### src/rtl/mips_loader_pkg.sv
// Shared definitions for the MIPS program loader.
// Contents: the frame constants, the FSM state encoding and the checksum helpers.
package mips_loader_pkg;

  localparam logic [7:0] SYNC_DEFAULT = 8'hA5;

  typedef enum logic [2:0] {
    IDLE,
    ADDR_H,
    ADDR_L,
    CNT_H,
    CNT_L,
    DATA,
    CSUM,
    RUN
  } loader_state_t;

  function automatic logic [7:0] csum_update(input logic [7:0] acc, input logic [7:0] b);
    return acc ^ b;
  endfunction

  // Whole-frame checksum from the header fields and the XOR of all data words.
  function automatic logic [7:0] frame_csum(input logic [15:0] addr, input logic [15:0] cnt,
                                            input logic [31:0] data_xor);
    return addr[15:8] ^ addr[7:0] ^ cnt[15:8] ^ cnt[7:0] ^
           data_xor[31:24] ^ data_xor[23:16] ^ data_xor[15:8] ^ data_xor[7:0];
  endfunction

endpackage

### src/rtl/mips_prog_loader_if.sv
// Byte-stream input and memory write port of the program loader.
// The loader uses the slave modport; the host/memory side uses the master modport.
interface mips_prog_loader_if #(parameter int ADDR_W = 10);
  logic              in_valid;
  logic [7:0]        in_byte;
  logic              in_ready;
  logic              mem_we;
  logic [ADDR_W-1:0] mem_addr;
  logic [31:0]       mem_wdata;

  modport master (
    output in_valid, in_byte,
    input  in_ready, mem_we, mem_addr, mem_wdata
  );

  modport slave (
    input  in_valid, in_byte,
    output in_ready, mem_we, mem_addr, mem_wdata
  );
endinterface

### src/rtl/mips_word_packer.sv
// Collects four accepted bytes (MSB first) into one big-endian 32-bit word.
module mips_word_packer (
  input  logic        clk,
  input  logic        rst,
  input  logic        clear,
  input  logic        byte_valid,
  input  logic [7:0]  byte_in,
  output logic [31:0] word,
  output logic        word_done
);

  logic [1:0]  byte_cnt;
  logic [23:0] shreg;

  always_ff @(posedge clk) begin
    if (rst || clear) begin
      byte_cnt <= 2'd0;
      shreg    <= 24'd0;
    end else if (byte_valid) begin
      shreg    <= {shreg[15:0], byte_in};
      byte_cnt <= byte_cnt + 2'd1;
    end
  end

  // The fourth byte completes the word combinationally so the write registers on its own edge.
  assign word      = {shreg, byte_in};
  assign word_done = byte_valid && (byte_cnt == 2'd3);

endmodule

### src/rtl/mips_prog_loader.sv
// Framed byte-stream loader: writes words into core memory and holds the core until a good checksum.
module mips_prog_loader
  import mips_loader_pkg::*;
#(
  parameter int         ADDR_W = 10,
  parameter logic [7:0] SYNC   = SYNC_DEFAULT
) (
  input  logic                clk,
  input  logic                rst,
  mips_prog_loader_if.slave   bus,
  output logic                cpu_hold,
  output logic                load_done,
  output logic                err
);

  loader_state_t     state;
  logic [7:0]        addr_hi;
  logic [ADDR_W-1:0] addr;
  logic [15:0]       cnt;
  logic [7:0]        csum;
  logic              accept;
  logic [31:0]       word;
  logic              word_done;

  assign accept = bus.in_valid && bus.in_ready;

  mips_word_packer u_packer (
    .clk        (clk),
    .rst        (rst),
    .clear      (accept && (state == IDLE)),
    .byte_valid (accept && (state == DATA)),
    .byte_in    (bus.in_byte),
    .word       (word),
    .word_done  (word_done)
  );

  always_ff @(posedge clk) begin
    if (rst) begin
      state         <= IDLE;
      addr_hi       <= 8'd0;
      addr          <= '0;
      cnt           <= 16'd0;
      csum          <= 8'd0;
      bus.in_ready  <= 1'b0;
      bus.mem_we    <= 1'b0;
      bus.mem_addr  <= '0;
      bus.mem_wdata <= 32'd0;
      cpu_hold      <= 1'b1;
      load_done     <= 1'b0;
      err           <= 1'b0;
    end else begin
      bus.mem_we   <= 1'b0;
      load_done    <= 1'b0;
      bus.in_ready <= (state != RUN);
      if (accept) begin
        case (state)
          IDLE: begin
            if (bus.in_byte == SYNC) begin
              state <= ADDR_H;
              err   <= 1'b0;
              csum  <= 8'd0;
            end
          end
          ADDR_H: begin
            addr_hi <= bus.in_byte;
            csum    <= csum_update(csum, bus.in_byte);
            state   <= ADDR_L;
          end
          ADDR_L: begin
            // Upper address bits beyond the memory size are simply discarded.
            addr  <= ADDR_W'({addr_hi, bus.in_byte});
            csum  <= csum_update(csum, bus.in_byte);
            state <= CNT_H;
          end
          CNT_H: begin
            cnt[15:8] <= bus.in_byte;
            csum      <= csum_update(csum, bus.in_byte);
            state     <= CNT_L;
          end
          CNT_L: begin
            cnt[7:0] <= bus.in_byte;
            csum     <= csum_update(csum, bus.in_byte);
            state    <= ({cnt[15:8], bus.in_byte} != 16'd0) ? DATA : CSUM;
          end
          DATA: begin
            csum <= csum_update(csum, bus.in_byte);
            if (word_done) begin
              bus.mem_we    <= 1'b1;
              bus.mem_addr  <= addr;
              bus.mem_wdata <= word;
              addr          <= addr + 1'b1;
              cnt           <= cnt - 16'd1;
              if (cnt == 16'd1) state <= CSUM;
            end
          end
          CSUM: begin
            if (bus.in_byte == csum) begin
              state        <= RUN;
              load_done    <= 1'b1;
              cpu_hold     <= 1'b0;
              bus.in_ready <= 1'b0;
            end else begin
              err   <= 1'b1;
              state <= IDLE;
            end
          end
          default: ;
        endcase
      end
    end
  end

endmodule

### src/flat_wrapper.sv
// flat-port wrapper written by rule: the top's interface ports become plain ports
module mips_prog_loader_flat import mips_loader_pkg::*;
#(
  parameter int         ADDR_W = 10,
  parameter logic [7:0] SYNC   = SYNC_DEFAULT
)
  (clk, rst, cpu_hold, load_done, err, bus_in_valid, bus_in_byte, bus_in_ready, bus_mem_we, bus_mem_addr, bus_mem_wdata);
  mips_prog_loader_if #(.ADDR_W(ADDR_W)) bus_i ();
  input  logic clk;
  input  logic rst;
  output logic cpu_hold;
  output logic load_done;
  output logic err;
  input wire logic [$bits(bus_i.in_valid)-1:0] bus_in_valid;
  input wire logic [$bits(bus_i.in_byte)-1:0] bus_in_byte;
  output wire logic [$bits(bus_i.in_ready)-1:0] bus_in_ready;
  output wire logic [$bits(bus_i.mem_we)-1:0] bus_mem_we;
  output wire logic [$bits(bus_i.mem_addr)-1:0] bus_mem_addr;
  output wire logic [$bits(bus_i.mem_wdata)-1:0] bus_mem_wdata;
  assign bus_i.in_valid = bus_in_valid;
  assign bus_i.in_byte = bus_in_byte;
  assign bus_in_ready = bus_i.in_ready;
  assign bus_mem_we = bus_i.mem_we;
  assign bus_mem_addr = bus_i.mem_addr;
  assign bus_mem_wdata = bus_i.mem_wdata;
  mips_prog_loader #(.ADDR_W(ADDR_W), .SYNC(SYNC)) u_core (.clk(clk), .rst(rst), .bus(bus_i), .cpu_hold(cpu_hold), .load_done(load_done), .err(err));
endmodule
### config.mk
export PLATFORM = sky130hd
export DESIGN_NAME = mips_prog_loader_flat
export DESIGN_NICKNAME = d
export VERILOG_FILES = /design/src/rtl/mips_loader_pkg.sv /design/src/rtl/mips_prog_loader_if.sv /design/src/rtl/mips_word_packer.sv /design/src/rtl/mips_prog_loader.sv /design/src/flat_wrapper.sv
export SDC_FILE = /design/constraint.sdc
export NUM_CORES = 1
export LEC_CHECK = 0
export CAP_MARGIN = 20
export CORE_MARGIN = 1.5
export CORE_UTILIZATION = 56
export DETAILED_ROUTE_END_ITERATION = 10
export GPL_ROUTABILITY_DRIVEN = 0
export PLACE_DENSITY = 0.79
export SLEW_MARGIN = 20
export SYNTH_ARGS = -nofsm -noshare
export SYNTH_HDL_FRONTEND = slang
export SYNTH_SLANG_ARGS = --single-unit
### constraint.sdc
create_clock -name clk -period 2.2 [get_ports clk]
set_clock_uncertainty 0.1 [all_clocks]
set_input_delay 0.44 -clock clk [delete_from_list [all_inputs] [get_ports clk]]
set_output_delay 0.44 -clock clk [all_outputs]
set_load 0.05 [all_outputs]
==> flow_summary.ini, run 1 <==
[run_status]
outcome = complete, no violations

[global_route]
grt_first_pass_wirelength_um = 21500
antenna_found_initial = 0
grt_max_degree = 44
track_usage_pct = 27.1
grt_pass1_vias = 4551
grt_overflow = 0

[cts]
ctsHoldBuffers = 0
cts_tree = yes
clockRootBuffer = clkbuf_8
cts_inserted_buffers = 9
clk_pin_slew_ns = 0.12
clock-sinks = 112
htree_num_levels = 3
clkLatencyLatePin_ns = 0.39
clock_path_buffers = 2

[worst_setup_path]
crit_buf_inv = 1
critPathTopFamily = buffers and inverters
max_stage_delay_ns = 0.82
critPathArrivalTime_ns = 1.59
path_class = register to output port
slowest_stage = clkdlybuf4s50_1
required_ns = 1.66
path_cells = clkdlybuf4s50_1
path_max_fanout = 2
cp-start-kind = register
end_kind = output port

[timing]
fin_crit_sh_pct = 97.0
drv_slew = 0
hold_viol_final = 0
worstMarginPinSlew_ns = 0.563
rsz0062_at_grt = no
fin_crit_ns = 2.13
setup_viol = 0
slew_headroom_pct = 62.4
clock.fmax_mhz = 469

[power_and_ir_drop]
peakVddDrop_uv = 322
p_per_area_mw_per_mm2 = 571
p_leak_nw = 2.05

[yosys]
seq_area_frac_synth_pct = 44.4
syn_inst = 648
ys_ff_latch = 112
yosys_most_used_dff = dfxtp_1
synth_nets = 663
syn-cell-area_mm2 = 0.00505
synth_top_area_share_pct = 44.4
yosysUniqueCellTypes = 57
synth_edf_count = 0
yosys-top-cells-area = dfxtp_1 44%, nand2_1 12%, a21oi_1 9.8%, nor2_1 2.8%, buf_2 2.5%
synth_area_leader_cell = dfxtp_1
async_reset_ff_share_pct = 0
avgSynthCellArea_um2 = 7.80
ys_warn_count = 0

[place]
port_buffers = 57
hpwl_um = 8880
dp_cells = 803

[detailed_routing]
drtAntennaViolNets = 0
first_pass_iters = 5
dr.first_iter.drc_count = 318
routedWlPerCell_um = 15.4
drc_errors = 0
wl_um = 12600
vias = 4871
avgViaCountPerCell = 5.95

[layout]
fin_cells = 819
fill_cells = 694
drive_above_1_share_pct = 9.85
layout.nets = 721
final_util_pct = 69.9
num_antenna_cells = 0
areaGrowthSynthToFinish_pct = 20.6

[floorplan]
row_count = 34
start_util_pct = 57.9
io_pins = 58
die_h_um = 98.0
chipWidth_um = 98.0
die-area_mm2 = 0.00960
core_mm2 = 0.00872

[run]
maxCapViolations = 0

[hold_path]
hp-class = primary input to register
-- routing by layer --
layer  vias to the layer above  global-route usage [%]  wire (µm)
li1                       2354                       -          -
met1                      2269                    37.1       5600
met2                       231                    43.4       5830
met3                        17                    4.29        943
met4                         0                    10.0        225
met5                         -                       0          0
-- sequential cells by signal, indices dropped and copies added, names as in the netlist --
| register | flops |
|---|---|
| u_core.u_packer.shreg | 24 |
| u_core.bus.mem_addr | 10 |
| u_core.state | 3 |
| u_core.load_done | 1 |
| u_core.bus.mem_we | 1 |
| u_core.bus.in_ready | 1 |
| u_core.bus.mem_wdata | 32 |
| u_core.addr_hi | 2 |
| u_core.err | 1 |
| u_core.addr | 10 |
| u_core.u_packer.byte_cnt | 2 |
| u_core.csum | 8 |
| u_core.cpu_hold | 1 |
| u_core.cnt | 16 |
-- cell families after synthesis --
family,Yosys count,synth area share (%)
flip-flops,112,44.4
multiplexers,3,0.594
adder cells (fa/ha/maj),4,0.991
AND/OR/NAND/NOR,283,26.6
buffers and inverters,54,4.93
XOR/XNOR,9,1.56
AO/OA/AOI/OAI,183,20.9
-- power by group --
| group | internal, W | switching [W] | total, W |
|---|---|---|---|
| combinational | 0.0000656 | 0.0000987 | 0.000164 |
| sequential | 0.00203 | 0.000000971 | 0.00203 |
| clock | 0.000472 | 0.000815 | 0.00129 |
| total | 0.00257 | 0.000915 | 0.00348 |
-- cells in the mapped netlist (all sizes together), types with 2 or more instances --
cell	instances
a22o	2
or3b	9
nand4	5
nor3	12
clkbuf	18
a211oi	6
inv	7
a22oi	2
nor4	9
nor2b	4
nand3	10
a21boi	3
nor3b	2
buf	29
o22ai	3
xnor2	9
o311ai	2
o21ai	40
a21oi	100
mux2i	3
and3b	2
and2	10
nor2	40
nand2	164
nor4b	2
o211a	2
dfxtp	112
or3	6
nand2b	3
o211ai	2
o32ai	2
ha	4
a21o	4
a31oi	7
-- metrics by stage --
stage	TNS, ns	hold slack, ns	power (W)	cell area [µm²]	setup slack (ns)
6_report	0	0.279	0.00348	6090	0.0666
2_1_floorplan	0	0.332	0.00216	5050	0.280
3_5_place_dp	-1.22	0.347	0.00224	5870	-0.106
5_1_grt	0	0.275	0.00360	6090	0.0199
3_3_place_gp	-0.198	0.340	0.00223	5870	-0.0341
4_1_cts	0	0.265	0.00349	6090	0.0650
-- final timing paths --
check / from / endpoint / slack (ns) / depth (start not counted)
hold reg to reg: u_core.bus.mem_addr[6] / u_core.bus.mem_addr[6] / 0.36 / 2
setup reg to reg: u_core.cnt[0] / u_core.cnt[14] / 0.15 / 7
setup / recovery: u_core.bus.mem_wdata[2] / bus_mem_wdata[2] / 0.07 / 1
hold / removal: rst / u_core.cnt[5] / 0.28 / 2
-- cell type report --
class	instances	area [µm²]	area share [%]
Clock buffer	9	124	2.03
Clock inverter	7	93.8	1.54
Inverter	7	26.3	0.431
Multi-Input combinational cell	482	2560	42.1
Sequential cell	112	2240	36.8
Tap cell	108	135	2.22
Timing Repair Buffer	94	906	14.9
-- layout by cell type, fill, tap and decap left out, types with 3 or more instances in the layout --
cell / instances
a21o_1: 4
nand2_1: 164
and2_1: 10
o21ai_0: 23
nor2b_1: 4
nand2b_1: 3
nor4_2: 3
ha_1: 4
xnor2_1: 9
nor3_1: 9
a21boi_0: 3
buf_12: 5
a21oi_1: 99
buf_4: 32
clkdlybuf4s50_1: 56
or3_1: 6
clkinv_8: 3
nand3_1: 9
o22ai_1: 3
a211oi_1: 6
nor3_2: 3
or3b_1: 9
nand4_1: 5
inv_1: 7
o21ai_1: 17
nor2_1: 37
a31oi_1: 7
nor4_1: 6
mux2i_1: 3
dfxtp_1: 111
clkbuf_8: 9
-- repair_timing --
action	4_1_cts	5_1_grt
setup endpoints to repair	0	2
setup buffers	0	0
resized for setup	0	2
endpoints found under the hold margin	0	0
Note: power is estimated with default switching activity, not from simulation.
==> inputs of run 2 (changes only) <==
--- a/config.mk
+++ b/config.mk
@@ -6,12 +6,11 @@
 export NUM_CORES = 1
 export LEC_CHECK = 0
 export CAP_MARGIN = 20
-export CORE_MARGIN = 1.5
 export CORE_UTILIZATION = 56
 export DETAILED_ROUTE_END_ITERATION = 10
 export GPL_ROUTABILITY_DRIVEN = 0
 export PLACE_DENSITY = 0.79
-export SLEW_MARGIN = 20
+export SLEW_MARGIN = 25
 export SYNTH_ARGS = -nofsm -noshare
 export SYNTH_HDL_FRONTEND = slang
 export SYNTH_SLANG_ARGS = --single-unit
==> flow_summary.ini, run 2 (same netlist as run 1, synthesis figures left out) <==
[detailed_routing]
vias = 4749
routedWlPerCell_um = 15.4
dr.first_iter.drc_count = 303
drc_errors = 0
wl_um = 12600
first_pass_iters = 6
drtAntennaViolNets = 0
avgViaCountPerCell = 5.79

[layout]
final_common_cell = nand2_1
drive_above_1_share_pct = 9.69
regMostFlops = u_core.bus.mem_wdata
areaGrowthSynthToFinish_pct = 20.2
fill_cells = 695
layout.nets = 722
fin_cells = 820
largest_reg_flops = 32
final_util_pct = 69.7
largest_registers = u_core.bus.mem_wdata: 32 flops, u_core.u_packer.shreg: 24 flops, u_core.cnt: 16 flops
final_cell_mix = 164 x nand2_1, 112 x dfxtp_1, 99 x a21oi_1, 56 x clkdlybuf4s50_1, 38 x nor2_1
multiInputGateArea_mm2 = 0.00256
seqCellArea_mm2 = 0.00224
num_antenna_cells = 0

[worst_setup_path]
slowest_stage = clkdlybuf4s50_1
startpoint = u_core.bus.mem_wdata[6]
end_kind = output port
reg2reg_from = u_core.state[2]
required_ns = 1.66
cp-start-kind = register
critPathArrivalTime_ns = 1.57
path_max_fanout = 2
max_stage_delay_ns = 0.82
path_cells = clkdlybuf4s50_1
path_class = register to output port
crit_buf_inv = 1
critPathTopFamily = buffers and inverters

[timing]
drv_slew = 0
fin_crit_ns = 2.11
timing.setup.tns_ns = 0
hold_viol_final = 0
fin_crit_sh_pct = 96.0
clock.fmax_mhz = 474
rsz0062_at_grt = no
setup_viol = 0
worstMarginPinSlew_ns = 0.574
whs_ns = 0.317
slew_headroom_pct = 61.7

[place]
port_buffers = 57
dp_cells = 804
hpwl_um = 8790

[global_route]
grt_pass1_vias = 4228
grt_max_degree = 44
grt_first_pass_wirelength_um = 20600
antenna_found_initial = 0
track_usage_pct = 26.6
grt_overflow = 0

[run_status]
outcome = complete, no violations

[floorplan]
chipWidth_um = 97.0
start_util_pct = 57.9
core_mm2 = 0.00872
io_pins = 58
row_count = 34
die_h_um = 97.0
die-area_mm2 = 0.00941

[power_and_ir_drop]
peakVddDrop_uv = 453
p_per_area_mw_per_mm2 = 567
p_leak_nw = 2.05

[cts]
clock-sinks = 112
clkLatencyLatePin_ns = 0.38
clockRootBuffer = clkbuf_8
ctsHoldBuffers = 0
ctsResizeCount = 0
clk_pin_slew_ns = 0.12
cts_tree = yes
htree_num_levels = 3
cts_inserted_buffers = 9
clock_path_buffers = 2
postCtsSetupBuffers = 0

[run]
maxCapViolations = 0

[hold_path]
worstHoldStart = rst
hp-class = primary input to register
[run 2: layout make-up]
type	count	share of cell area [%]
Multi-Input combinational cell	482	42.2
Sequential cell	112	36.9
Timing Repair Buffer	95	14.8
Clock inverter	7	1.40
Clock buffer	9	2.04
Tap cell	108	2.22
Inverter	7	0.433
[run 2: report_power, final]
part,internal (W),switching (W),leakage [nW]
sequential,0.00203,0.000000818,0.902
combinational,0.0000645,0.0000973,1.04
clock,0.000455,0.000800,0.100
[run 2: stage by stage]
stage | power, W | worst slack, ns | area [µm²]
final | 0.00345 | 0.0882 | 6070
after global routing | 0.00355 | 0.00132 | 6070
after CTS | 0.00346 | 0.0854 | 6070
after detailed placement | 0.00223 | -0.0941 | 5870
after global placement | 0.00223 | 0.00257 | 5870
after floorplan | 0.00216 | 0.280 | 5050
[run 2: path summary, 6_finish.rpt]
| path | end | slack, ns | cells past startpoint |
|---|---|---|---|
| worst max register to register | u_core.addr[8] | 0.15 | 5 |
| worst min register to register | u_core.bus.mem_wdata[31] | 0.36 | 2 |
| worst max-delay path | bus_mem_wdata[6] | 0.09 | 1 |
| worst min-delay path | u_core.cnt[6] | 0.32 | 2 |
[run 2: metal layers]
layer | vias to the layer above | track usage, % | wire, µm
li1 | 2345 | - | -
met1 | 2229 | 37.3 | 5620
met2 | 158 | 41.8 | 5930
met3 | 17 | 3.97 | 834
met4 | 0 | 8.84 | 224
met5 | - | 0 | 0
